File: src/rtl/accum_drain.sv
// Drains accumulator rows, requantizes each partial-sum lane to activation width
// and streams the rows out over a valid/ready port, one read in flight per row.
module accum_drain #(
  parameter int SYS_COLS   = 2,
  parameter int P_BITWIDTH = 24,
  parameter int A_BITWIDTH = 8,
  parameter int ACC_DEPTH  = 16,
  localparam int AW = $clog2(ACC_DEPTH),
  localparam int NW = $clog2(ACC_DEPTH + 1),
  localparam int SW = $clog2(P_BITWIDTH)
) (
  input  logic                           clk,
  input  logic                           rst,
  input  logic                           start,
  input  logic [AW-1:0]                  base_addr,
  input  logic [NW-1:0]                  num_rows,
  input  logic [SW-1:0]                  shift,
  output logic                           busy,
  output logic                           done,
  output logic                           acc_rd_en,
  output logic [AW-1:0]                  acc_rd_addr,
  input  logic [SYS_COLS*P_BITWIDTH-1:0] acc_rd_data,
  output logic                           out_valid,
  input  logic                           out_ready,
  output logic [SYS_COLS*A_BITWIDTH-1:0] out_data,
  output logic                           out_last
);

  // Output handshake: a row transfers on any rising edge where out_valid and
  // out_ready are both high; out_data/out_last stay frozen while out_valid waits.

  typedef enum logic [1:0] {
    S_IDLE  = 2'd0,
    S_FETCH = 2'd1,
    S_LOAD  = 2'd2,
    S_SEND  = 2'd3
  } state_t;

  state_t state;
  state_t state_next;

  logic [AW-1:0]                  base_q;
  logic [NW-1:0]                  n_q;
  logic [NW-1:0]                  row_q;
  logic [SW-1:0]                  shift_q;
  logic                           last_q;
  logic                           done_q;
  logic [SYS_COLS*A_BITWIDTH-1:0] data_q;

  logic [NW-1:0]                  n_clamped;
  logic                           is_last;
  logic [AW:0]                    addr_sum;
  logic [AW-1:0]                  rd_addr;
  logic [SYS_COLS*A_BITWIDTH-1:0] requant_row;

  function automatic logic [A_BITWIDTH-1:0] requant(
    input logic [P_BITWIDTH-1:0] x,
    input logic [SW-1:0]         sh
  );
    logic signed [P_BITWIDTH:0] ext;
    logic signed [P_BITWIDTH:0] rnd;
    logic signed [P_BITWIDTH:0] sum;
    logic signed [P_BITWIDTH:0] r;
    logic [P_BITWIDTH-A_BITWIDTH+1:0] top;
    ext = {x[P_BITWIDTH-1], x};
    rnd = '0;
    if (sh != '0) rnd = (P_BITWIDTH+1)'(1) << (sh - SW'(1));
    sum = ext + rnd;
    r   = sum >>> sh;
    // r fits in A bits only if every bit above the output sign bit matches it
    top = r[P_BITWIDTH:A_BITWIDTH-1];
    if ((&top) || !(|top)) requant = r[A_BITWIDTH-1:0];
    else if (r[P_BITWIDTH]) requant = {1'b1, {(A_BITWIDTH-1){1'b0}}};
    else                    requant = {1'b0, {(A_BITWIDTH-1){1'b1}}};
  endfunction

  always_comb begin
    n_clamped = (num_rows > NW'(ACC_DEPTH)) ? NW'(ACC_DEPTH) : num_rows;
    is_last   = (row_q == n_q - NW'(1));
    addr_sum  = {1'b0, base_q} + (AW+1)'(row_q);
    if (addr_sum >= (AW+1)'(ACC_DEPTH)) rd_addr = AW'(addr_sum - (AW+1)'(ACC_DEPTH));
    else                                rd_addr = addr_sum[AW-1:0];
  end

  always_comb begin
    requant_row = '0;
    for (int i = 0; i < SYS_COLS; i++) begin
      requant_row[i*A_BITWIDTH +: A_BITWIDTH] =
        requant(acc_rd_data[i*P_BITWIDTH +: P_BITWIDTH], shift_q);
    end
  end

  always_ff @(posedge clk) begin
    if (rst) state <= S_IDLE;
    else     state <= state_next;
  end

  always_comb begin
    state_next = state;
    case (state)
      S_IDLE:  if (start && (n_clamped != '0)) state_next = S_FETCH;
      S_FETCH: state_next = S_LOAD;
      S_LOAD:  state_next = S_SEND;
      S_SEND:  if (out_ready) state_next = is_last ? S_IDLE : S_FETCH;
      default: state_next = S_IDLE;
    endcase
  end

  always_ff @(posedge clk) begin
    if (rst) begin
      base_q  <= '0;
      n_q     <= '0;
      row_q   <= '0;
      shift_q <= '0;
      last_q  <= 1'b0;
      done_q  <= 1'b0;
      data_q  <= '0;
    end else begin
      done_q <= 1'b0;
      case (state)
        S_IDLE: begin
          if (start) begin
            base_q  <= base_addr;
            n_q     <= n_clamped;
            shift_q <= shift;
            row_q   <= '0;
            if (n_clamped == '0) done_q <= 1'b1;
          end
        end
        S_LOAD: begin
          data_q <= requant_row;
          last_q <= is_last;
        end
        S_SEND: begin
          if (out_ready) begin
            row_q <= row_q + NW'(1);
            if (is_last) done_q <= 1'b1;
          end
        end
        default: ;
      endcase
    end
  end

  assign busy        = (state != S_IDLE);
  assign done        = done_q;
  assign acc_rd_en   = (state == S_FETCH);
  assign acc_rd_addr = acc_rd_en ? rd_addr : '0;
  assign out_valid   = (state == S_SEND);
  assign out_last    = out_valid & last_q;
  assign out_data    = data_q;

endmodule
File: config.mk
export PLATFORM = sky130hd
export DESIGN_NAME = accum_drain
export DESIGN_NICKNAME = d
export VERILOG_FILES = /design/src/rtl/accum_drain.sv
export SDC_FILE = /design/constraint.sdc
export NUM_CORES = 1
export LEC_CHECK = 0
export ABC_AREA = 1
export BUFFER_PORTS_ARGS = -buffer_cell sky130_fd_sc_hd__buf_2
export CAP_MARGIN = 25
export CORE_MARGIN = 3
export CORE_UTILIZATION = 34
export CTS_CLUSTER_SIZE = 14
export DETAILED_ROUTE_END_ITERATION = 10
export SYNTH_ARGS = -nofsm -noshare
export SYNTH_HDL_FRONTEND = slang
export SYNTH_SLANG_ARGS = --single-unit
export TNS_END_PERCENT = 1
File: constraint.sdc
create_clock -name clk -period 12.22 [get_ports clk]
set_clock_uncertainty 0.2 [all_clocks]
set_input_delay 0 -clock clk [delete_from_list [all_inputs] [get_ports clk]]
set_output_delay 0 -clock clk [all_outputs]
set_load 0.005 [all_outputs]
## Yosys cells after proc, flatten, opt, wreduce, memory -nomap -nowiden

Cells that the tools add are included.

- Add/subtract/negate cells: 7
- Multipliers: 0
- Div/mod/pow operators: 0
- Magnitude comparators: 2
- Equality and inequality tests: 7
- Shift-type cells: 3
- Muxes and demuxes: 20
- Bitwise logic cells: 1
- Reductions and logical operators: 18

Operator list:

| cell | count |
|---|---|
| 24-bit by 25-bit adder with 25-bit output | 2 |
| 25-bit by 5-bit >>> shifter with 25-bit output | 2 |
| 18-bit AND reduction | 2 |
| 18-bit OR reduction | 2 |
| 8-bit two-way mux | 4 |
| 25-bit two-way mux | 1 |
| 1-bit by 5-bit << shifter with 25-bit output (first input constant) | 1 |
| 5-bit two-way mux | 3 |
| 5-bit case mux with 2 select lines | 1 |
| 5-bit nonzero test | 2 |
| 5-bit by 1-bit subtractor with 5-bit output (second input constant) | 2 |
| 4-bit two-way mux | 2 |
| 2-bit case mux with 4 select lines | 1 |
| 4-bit by 5-bit adder with 5-bit output | 1 |
| 5-bit by 1-bit adder with 5-bit output (second input constant) | 1 |
| 5-bit == test | 1 |
| 5-bit greater-or-equal comparator (second input constant) | 1 |
| 5-bit > comparator (second input constant) | 1 |
| 5-bit logical NOT | 1 |
| 1-bit two-way mux | 5 |
| 2-bit == test (second input constant) | 2 |
| 2-bit two-way mux | 2 |
| 2-bit != test (second input constant) | 2 |
| 2-bit AND reduction | 2 |
| 11 further kinds | 14 |

- Flip-flop bits (word level): 39
- Latch bits: 0
- RAM bits: 0
- Bits in read-only memories: 0
- Input port bits: 66
- Word-level logic and storage cells: 66
- Memories: 0

## Longest topological paths before layout

Gate-level depths: netlist of the first run.

- Depth in word-level cells: 9
- Depth in mapped cells: 36
- Mapped depth without buffers: 34

## Worst setup path before layout of the first run

Ideal clock, no wire load.

- Path kind: reg-to-reg
- From: reg shift_q[2]
- To: reg data_q[10], in the netlist out_data[10]
- Arrival: 3.688 ns
- Data required time: 11.895 ns
- Path slack: 8.207 ns
- Stages on the path, launching flop included: 27
- Path buffers: 5
- Period minus slack after synthesis: 4.013 ns
- Cell sequence: dfxtp_1 -> buf_6 -> buf_6 -> clkbuf_1 -> clkbuf_1 -> buf_1 -> nor4_1 -> ha_1 -> nand2_1 -> inv_1 -> nand3_1 -> nor3_1 -> nand3_1 -> nand4_1 -> nand3_1 -> nand2_1 -> nand2_1 -> nand3_1 -> nand2_1 -> nand2_1 -> nand3_1 -> nor2_1 -> nand2_1 -> nor2_1 -> nand2_2 -> a21oi_4 -> a21oi_1

- Cells in the longest elaborated chain, start to end: 9

RTL lines:

| element | RTL line | source |
|---|---|---|
| start, declared | 45 | `logic [SW-1:0] shift_q;` |
| start signal, assigned | 125 | `shift_q <= shift;` |
| 5-bit by 1-bit subtractor with 5-bit output | 67 | `if (sh != '0) rnd = (P_BITWIDTH+1)'(1) << (sh - SW'(1));` |
| 1-bit by 5-bit << shifter with 25-bit output | 67 |  |
| 25-bit two-way mux | 67 |  |
| 24-bit by 25-bit adder with 25-bit output | 68 | `sum = ext + rnd;` |
| 25-bit by 5-bit >>> shifter with 25-bit output (*) | 69 | `r = sum >>> sh;` |
| 18-bit OR reduction | 72 | `if ((&top) \|\| !(\|top)) requant = r[A_BITWIDTH-1:0];` |
| 1-bit logical NOT | 72 |  |
| 1-bit logical OR | 72 |  |
| 8-bit two-way mux (*) | 72 |  |
| end signal, assigned | 131 | `data_q <= requant_row;` |
| end, declared | 48 | `logic [SYS_COLS*A_BITWIDTH-1:0] data_q;` |

Every way passes the cells marked *; elsewhere a longest branch is shown, timed or not.
A chain may end at the register's enable or synchronous reset.

## Worst setup path in the final report of the first run

- From: reg shift_q[3]
- To: reg data_q[4], in the netlist out_data[4]

The elaborated chain is that of the path after synthesis.

==> metrics.md, run 1 <==
| Metric | Value |
|---|---|
| Post-cts resize count | 0 |
| CP max FO | 43 |
| Commonest non-fill, non-tap cell in the layout | nand2_1 |
| Status | complete, no violations |
| Mapped Cells | 1734 |
| DIE HEIGHT | 166 um |
| Yosys cell types | 48 |
| Final Max Slew Viols | 0 |
| Post-route ant nets | 0 |
| Drt pass-1 iters | 6 |
| # fillers | 2809 |
| Register area | 785 um2 |
| Placeable Area | 0.0247 mm2 |
| Final Setup Violations | 0 |
| Clk sink count | 39 |
| Grt total ovfl | 0 |
| Measured slew at the worst slew-check pin | 1.04 ns |
| Synth Register Bits | 39 |
| Area grow syn2layout | 12.4% |
| Hpwl dp | 27100 um |
| CTS Hold Buffers Added | 27 |
| First-pass GRT wire length | 53100 um |
| Total power divided by cell area | 139 mW/mm2 |
| Ys Warns | 0 |
| Vias post-DR | 11400 |
| Die width | 166 um |
| Max VDD drop | 0.0725 mV |
| Placed Cells incl. Taps | 2097 |
| Finished Core Util | 39.5% |
| Cell Rows | 57 |
| Multi-input logic area | 0.00683 mm2 |
| CP arrival | 5.62 ns |
| Final setup TNS | 0 ns |
| Avg WL per Cell | 15.6 um |
| GR peak layer | met2 |
| Hold WC Path Type | input pin to register |
| Met2 Track Usage GR | 39.1% |
| Max Cap Viol | 0 |
| Vias/cell | 5.36 |
| Total Power | 1.36 mW |
| Fmax | 177 MHz |
| Gpl congestion | 0.938 |
| Post-synth ARST share | 0% |
| Clk Latency, worst-skew pair | 0.28 ns |
| Detailed router's first-iteration violation count | 1204 |
| Port Buffers | 90 |
| Unrepaired setup endpoints after global routing | no |
| H-tree lvl count | 2 |
| Initial Util | 35.2% |
| Met1 Use GR | 30.4% |
| Mapped Nets | 1832 |
| CTS buffer count | 5 |
| Largest net degree at the start of global routing | 66 |
| CTS tree | done |
| Crit-path most repeated cell | nand3_1 |
| Period utilisation layout | 46.4% |
| Final nets | 1905 |
| Fraction of layout cells with a size suffix above 1 | 9.13% |
| Ant. Diodes | 0 |
| Post-synth EDFFs | 0 |
| Type of origin of the critical path | register |
| Critical Path, Cell by Cell | inv_1, nor2_4, nand3_1, nand2_1, nand2_1, nor2_1, nand3_1, nor3_1, nand3_1, nand4_1, nand3_1, nand3_1, nand3_1, nand2_1, nor2_1, nor2_1, nand3_1, nor2_1, nand3_2, a21oi_4, a21oi_1 |
| Mapped cell area | 0.00870 mm2 |
| Clk slew on worst S/H paths | 0.06 ns |
| Final hold vios | 0 |
| Setup Fix Bufs, Post-CTS | 0 |
| Clock Path Buffers | 2 |
| CP required | 12.17 ns |
| Final Routed Wirelength | 33300 um |
| Met3 usage | 2.12% |
| Slowest cell delay on critical path | 0.95 ns |
| Slew HR | 30.4% |
| Min Tclk post-route | 5.67 ns |
| Finished Layout Cells | 2132 |
| Root Driver | clkbuf_16 |
| Total GRT Usage | 23.0% |
| Worst path slowest cell | nor2_4 |
| Boundary Pins | 91 |
| Avg Inst Size Synth | 5.02 um2 |
| Initial antenna violation count | 0 |
| P_leak | 5.42 nW |
| Most frequent cells in the layout | nand2_1 (565), nand3_1 (381), inv_1 (209) |
| WS Path Type | register to register |
| Die area | 0.0275 mm2 |
| Sequential area share after synthesis | 8.97% |
| Post-route DRC | 0 |
| Ys flop type | dfxtp_1 |
| Vias in the first global route | 10500 |
| Crit. End Element | register |
report_power, final:
| group | switching [mW] | internal (mW) | total, mW |
|---|---|---|---|
| Clock | 0.0513 | 0.0962 | 0.147 |
| Combinational | 0.697 | 0.322 | 1.02 |
| Sequential | 0.0297 | 0.161 | 0.191 |
| Total | 0.778 | 0.579 | 1.36 |
per-layer routing:
layer / routed length [um] / part of all wire, %
met5: 0 / 0
met4: 1400 / 4.2
met3: 1920 / 5.8
met2: 15300 / 46
met1: 14600 / 44
state kept, by name, summed over array words and instances (netlist names):
signal,flops
shift_q,5
out_data,16
last_q,1
done,1
n_q,5
base_q,4
row_q,5
state,2
area by class of cell:
type / count / area share (%)
sequential: 39 / 8.02
clock inverter: 3 / 0.448
clock buffer: 5 / 1.28
timing repair buffer: 123 / 7.83
multi-input combinational: 1418 / 69.8
inverter: 220 / 8.47
tap: 324 / 4.15
path summary, 6_finish.rpt:
check / start / endpoint / slack [ns] / cells past startpoint
setup / recovery: shift_q[3] / out_data[4] / 6.55 / 21
hold / removal: acc_rd_data[47] / out_data[15] / 0.26 / 6
setup reg to reg: shift_q[3] / out_data[4] / 6.55 / 21
hold reg to reg: out_data[7] / out_data[7] / 0.29 / 2
through the flow:
step | cell area, um2 | setup WS [ns] | hold WS (ns)
final | 9780 | 6.55 | 0.264
after global routing | 9780 | 6.13 | 0.306
after CTS | 9780 | 6.78 | 0.251
after detailed placement | 9340 | 6.81 | 0.0575
after global placement | 9340 | 6.78 | 0.0525
after floorplan | 8700 | 8.21 | -0.0560
cell usage after synthesis, types with 6 or more instances:
library cell  count  share of area [%]
o211ai_1         10               0.86
nand4_1          32                2.3
nand2_1         565                 24
nand3_1         381                 22
dfxtp_1          39                9.0
inv_1           209                9.0
buf_1            13               0.56
clkbuf_1         30                1.3
nor2_2           12               0.86
inv_2            10               0.43
o21ai_0          64                3.7
nor3_1           20                1.2
nand2_2          18                1.3
a21oi_1          66                3.8
xor2_1           18                1.8
buf_2             6               0.35
nor2_1          147                6.3
xnor2_1           6               0.60
ha_1             31                4.5
logic make-up after synthesis:
kind of cell | Yosys count | share of synthesized area [%]
fa+ha+maj | 32 | 4.69
buf+inv | 277 | 12.6
flops | 39 | 8.97
simple gates | 1196 | 60.4
compound gates | 166 | 10.9
xor+xnor | 24 | 2.42
critical path, delay by kind of cell (launching register included):
family                 cells  cell delay [ns]
AO/OA/AOI/OAI              2             0.33
buffers and inverters      1             0.54
flip-flops                 1             0.67
AND/OR/NAND/NOR           18             3.77
No activity file was read; power rests on OpenSTA's default activity.
==> inputs of run 2 (changes only) <==
- clock period: 12.22 -> 5.7 ns (I/O delays scaled with it)
==> metrics.md, run 2 (synthesis gave the netlist of run 1 again) <==
| Metric | Value |
|---|---|
| # fillers | 2815 |
| Pre-CTS setup slack | 1.01 ns |
| Clk Latency, worst-skew pair | 0.29 ns |
| Met3 wire length | 1540 um |
| First-pass GRT wire length | 54300 um |
| Final setup TNS | 0 ns |
| Area grow syn2layout | 13.3% |
| CP arrival | 4.76 ns |
| Type of origin of the critical path | register |
| Gpl congestion | 1.01 |
| Worst Setup EP | out_data[3] |
| Initial antenna violation count | 0 |
| CP max FO | 15 |
| Final Setup Violations | 0 |
| Uppermost layer routed | met4 |
| Post-route ant nets | 0 |
| Slowest cell delay on critical path | 0.67 ns |
| Worst path depth | 24 |
| Period utilisation layout | 84.2% |
| Hpwl dp | 28000 um |
| Total GRT Usage | 23.7% |
| Min Tclk post-route | 4.80 ns |
| Setup ws final | 0.903 ns |
| Clk slew on worst S/H paths | 0.06 ns |
| CTS tree | done |
| Register area | 785 um2 |
| Most frequent cells in the layout | nand2_1 (565), nand3_1 (381), inv_1 (209) |
| DIE HEIGHT | 166 um |
| Crit-path most repeated cell | nor2_1 |
| Critical Path, Cell by Cell | nor2_1, nand2_1, nand2_2, nor3_1, buf_4, ha_1, a21oi_1, o21bai_1, a21oi_1, nand2_1, a21oi_2, nand3_1, nand2_4, inv_2, nand2_2, nand3_1, nand2_1, nor2_1, nor2_1, nand3_1, nor2_1, nand3_2, a21oi_4, a21oi_1 |
| Final Max Slew Viols | 0 |
| Initial Util | 35.2% |
| Grt total ovfl | 0 |
| Port Buffers | 90 |
| Fraction of layout cells with a size suffix above 1 | 9.63% |
| Drt pass-1 iters | 9 |
| Clock Path Buffers | 2 |
| WS Path Type | register to register |
| Finished Core Util | 39.8% |
| Measured slew at the worst slew-check pin | 0.724 ns |
| Detailed router's first-iteration violation count | 931 |
| Total Power | 2.92 mW |
| Crit-path leading delay family | simple AND/OR/NAND/NOR gates |
| CP bufs+invs | 2 |
| Multi-input logic area | 0.00683 mm2 |
| Boundary Pins | 91 |
| R2R setup slack | 0.90 ns |
| Fmax | 208 MHz |
| Die width | 166 um |
| Max reg flops | 16 |
| H-tree lvl count | 2 |
| Clk sink count | 39 |
| Total power divided by cell area | 296 mW/mm2 |
| Avg WL per Cell | 15.8 um |
| Root Driver | clkbuf_16 |
| Max VDD drop | 0.154 mV |
| Post-placement cell area | 0.00941 mm2 |
| P_leak | 5.47 nW |
| Worst reg2reg endpoint | out_data[3] |
| Vias in the first global route | 10700 |
| Met2 routed WL | 16300 um |
| CP required | 5.66 ns |
| Final hold vios | 0 |
| Vias/cell | 5.34 |
| Wl on met1 | 14800 um |
| Final Routed Wirelength | 33900 um |
| Worst Setup SP | shift_q[3] |
| Slew HR | 51.6% |
| Placeable Area | 0.0247 mm2 |
| Worst reg2reg path depth | 24 |
| Unrepaired setup endpoints after global routing | no |
| Vias post-DR | 11400 |
| Final instance area | 0.00986 mm2 |
| Crit. End Element | register |
| Largest net degree at the start of global routing | 56 |
| Post-route DRC | 0 |
| Final nets | 1915 |
| Cell Rows | 57 |
| Commonest non-fill, non-tap cell in the layout | nand2_1 |
| Hold WC Path Type | input pin to register |
| Worst path slowest cell | dfxtp_1 |
| Die area | 0.0275 mm2 |
| RR Startpoint | shift_q[3] |
| Max Cap Viol | 0 |
| CTS buffer count | 5 |
| Status | complete, no violations |
| Setup Fix Bufs, Post-CTS | 0 |
[run 2: power breakdown]
group | switching, mW | internal, mW | leakage, nW
sequential | 0.0745 | 0.345 | 0.321
clock | 0.113 | 0.206 | 0.0838
combinational | 1.47 | 0.707 | 5.07
[run 2: through the flow]
step	hold slack [ns]	std cells
after global routing	0.292	2142
after detailed placement	0.0661	2107
after floorplan	-0.0560	1734
after CTS	0.221	2142
final	0.226	2143
after global placement	0.0539	2107
[run 2: layout make-up]
| cell class | instances | area share (%) |
|---|---|---|
| antenna | 1 | 0.0254 |
| sequential | 39 | 7.96 |
| inverter | 220 | 8.40 |
| timing repair buffer | 133 | 8.53 |
| multi-input combinational | 1418 | 69.3 |
| tap | 324 | 4.11 |
| clock buffer | 5 | 1.27 |
| clock inverter | 3 | 0.444 |
[run 2: metal layers]
layer	vias up	GRT usage, %
met1	5175	30.2
met5	-	0
met4	0	8.10
met3	74	1.62
li1	5840	-
met2	345	42.3
[run 2: worst reg2reg max path, cell delays in order (launching register included)]
cell,delay (ns)
dfxtp_1,0.67
nor2_1,0.11
nand2_1,0.12
nand2_2,0.18
nor3_1,0.61
buf_4,0.25
ha_1,0.27
a21oi_1,0.18
o21bai_1,0.09
a21oi_1,0.12
nand2_1,0.08
a21oi_2,0.17
nand3_1,0.15
nand2_4,0.17
inv_2,0.09
nand2_2,0.11
nand3_1,0.12
nand2_1,0.10
nor2_1,0.04
nor2_1,0.14
nand3_1,0.10
nor2_1,0.13
nand3_2,0.13
a21oi_4,0.24
a21oi_1,0.10
[run 2: worst min-delay path by stage]
stage                   endpoint  depth (start not counted)            start
floorplan                 n_q[1]                          2      num_rows[1]
global placement       base_q[0]                          3     base_addr[0]
detailed placement        n_q[1]                          3      num_rows[1]
CTS                 out_data[15]                          6  acc_rd_data[47]
global route         out_data[7]                          2      out_data[7]
finish              out_data[15]                          6  acc_rd_data[47]
[run 2: what timing repair did]
| action | 4_1_cts | 5_1_grt |
|---|---|---|
| hold endpoints to repair | 20 | 0 |
| endpoints found under the setup margin | 0 | 0 |
| gates resized for setup | 0 | 0 |
| hold buffers | 27 | 0 |
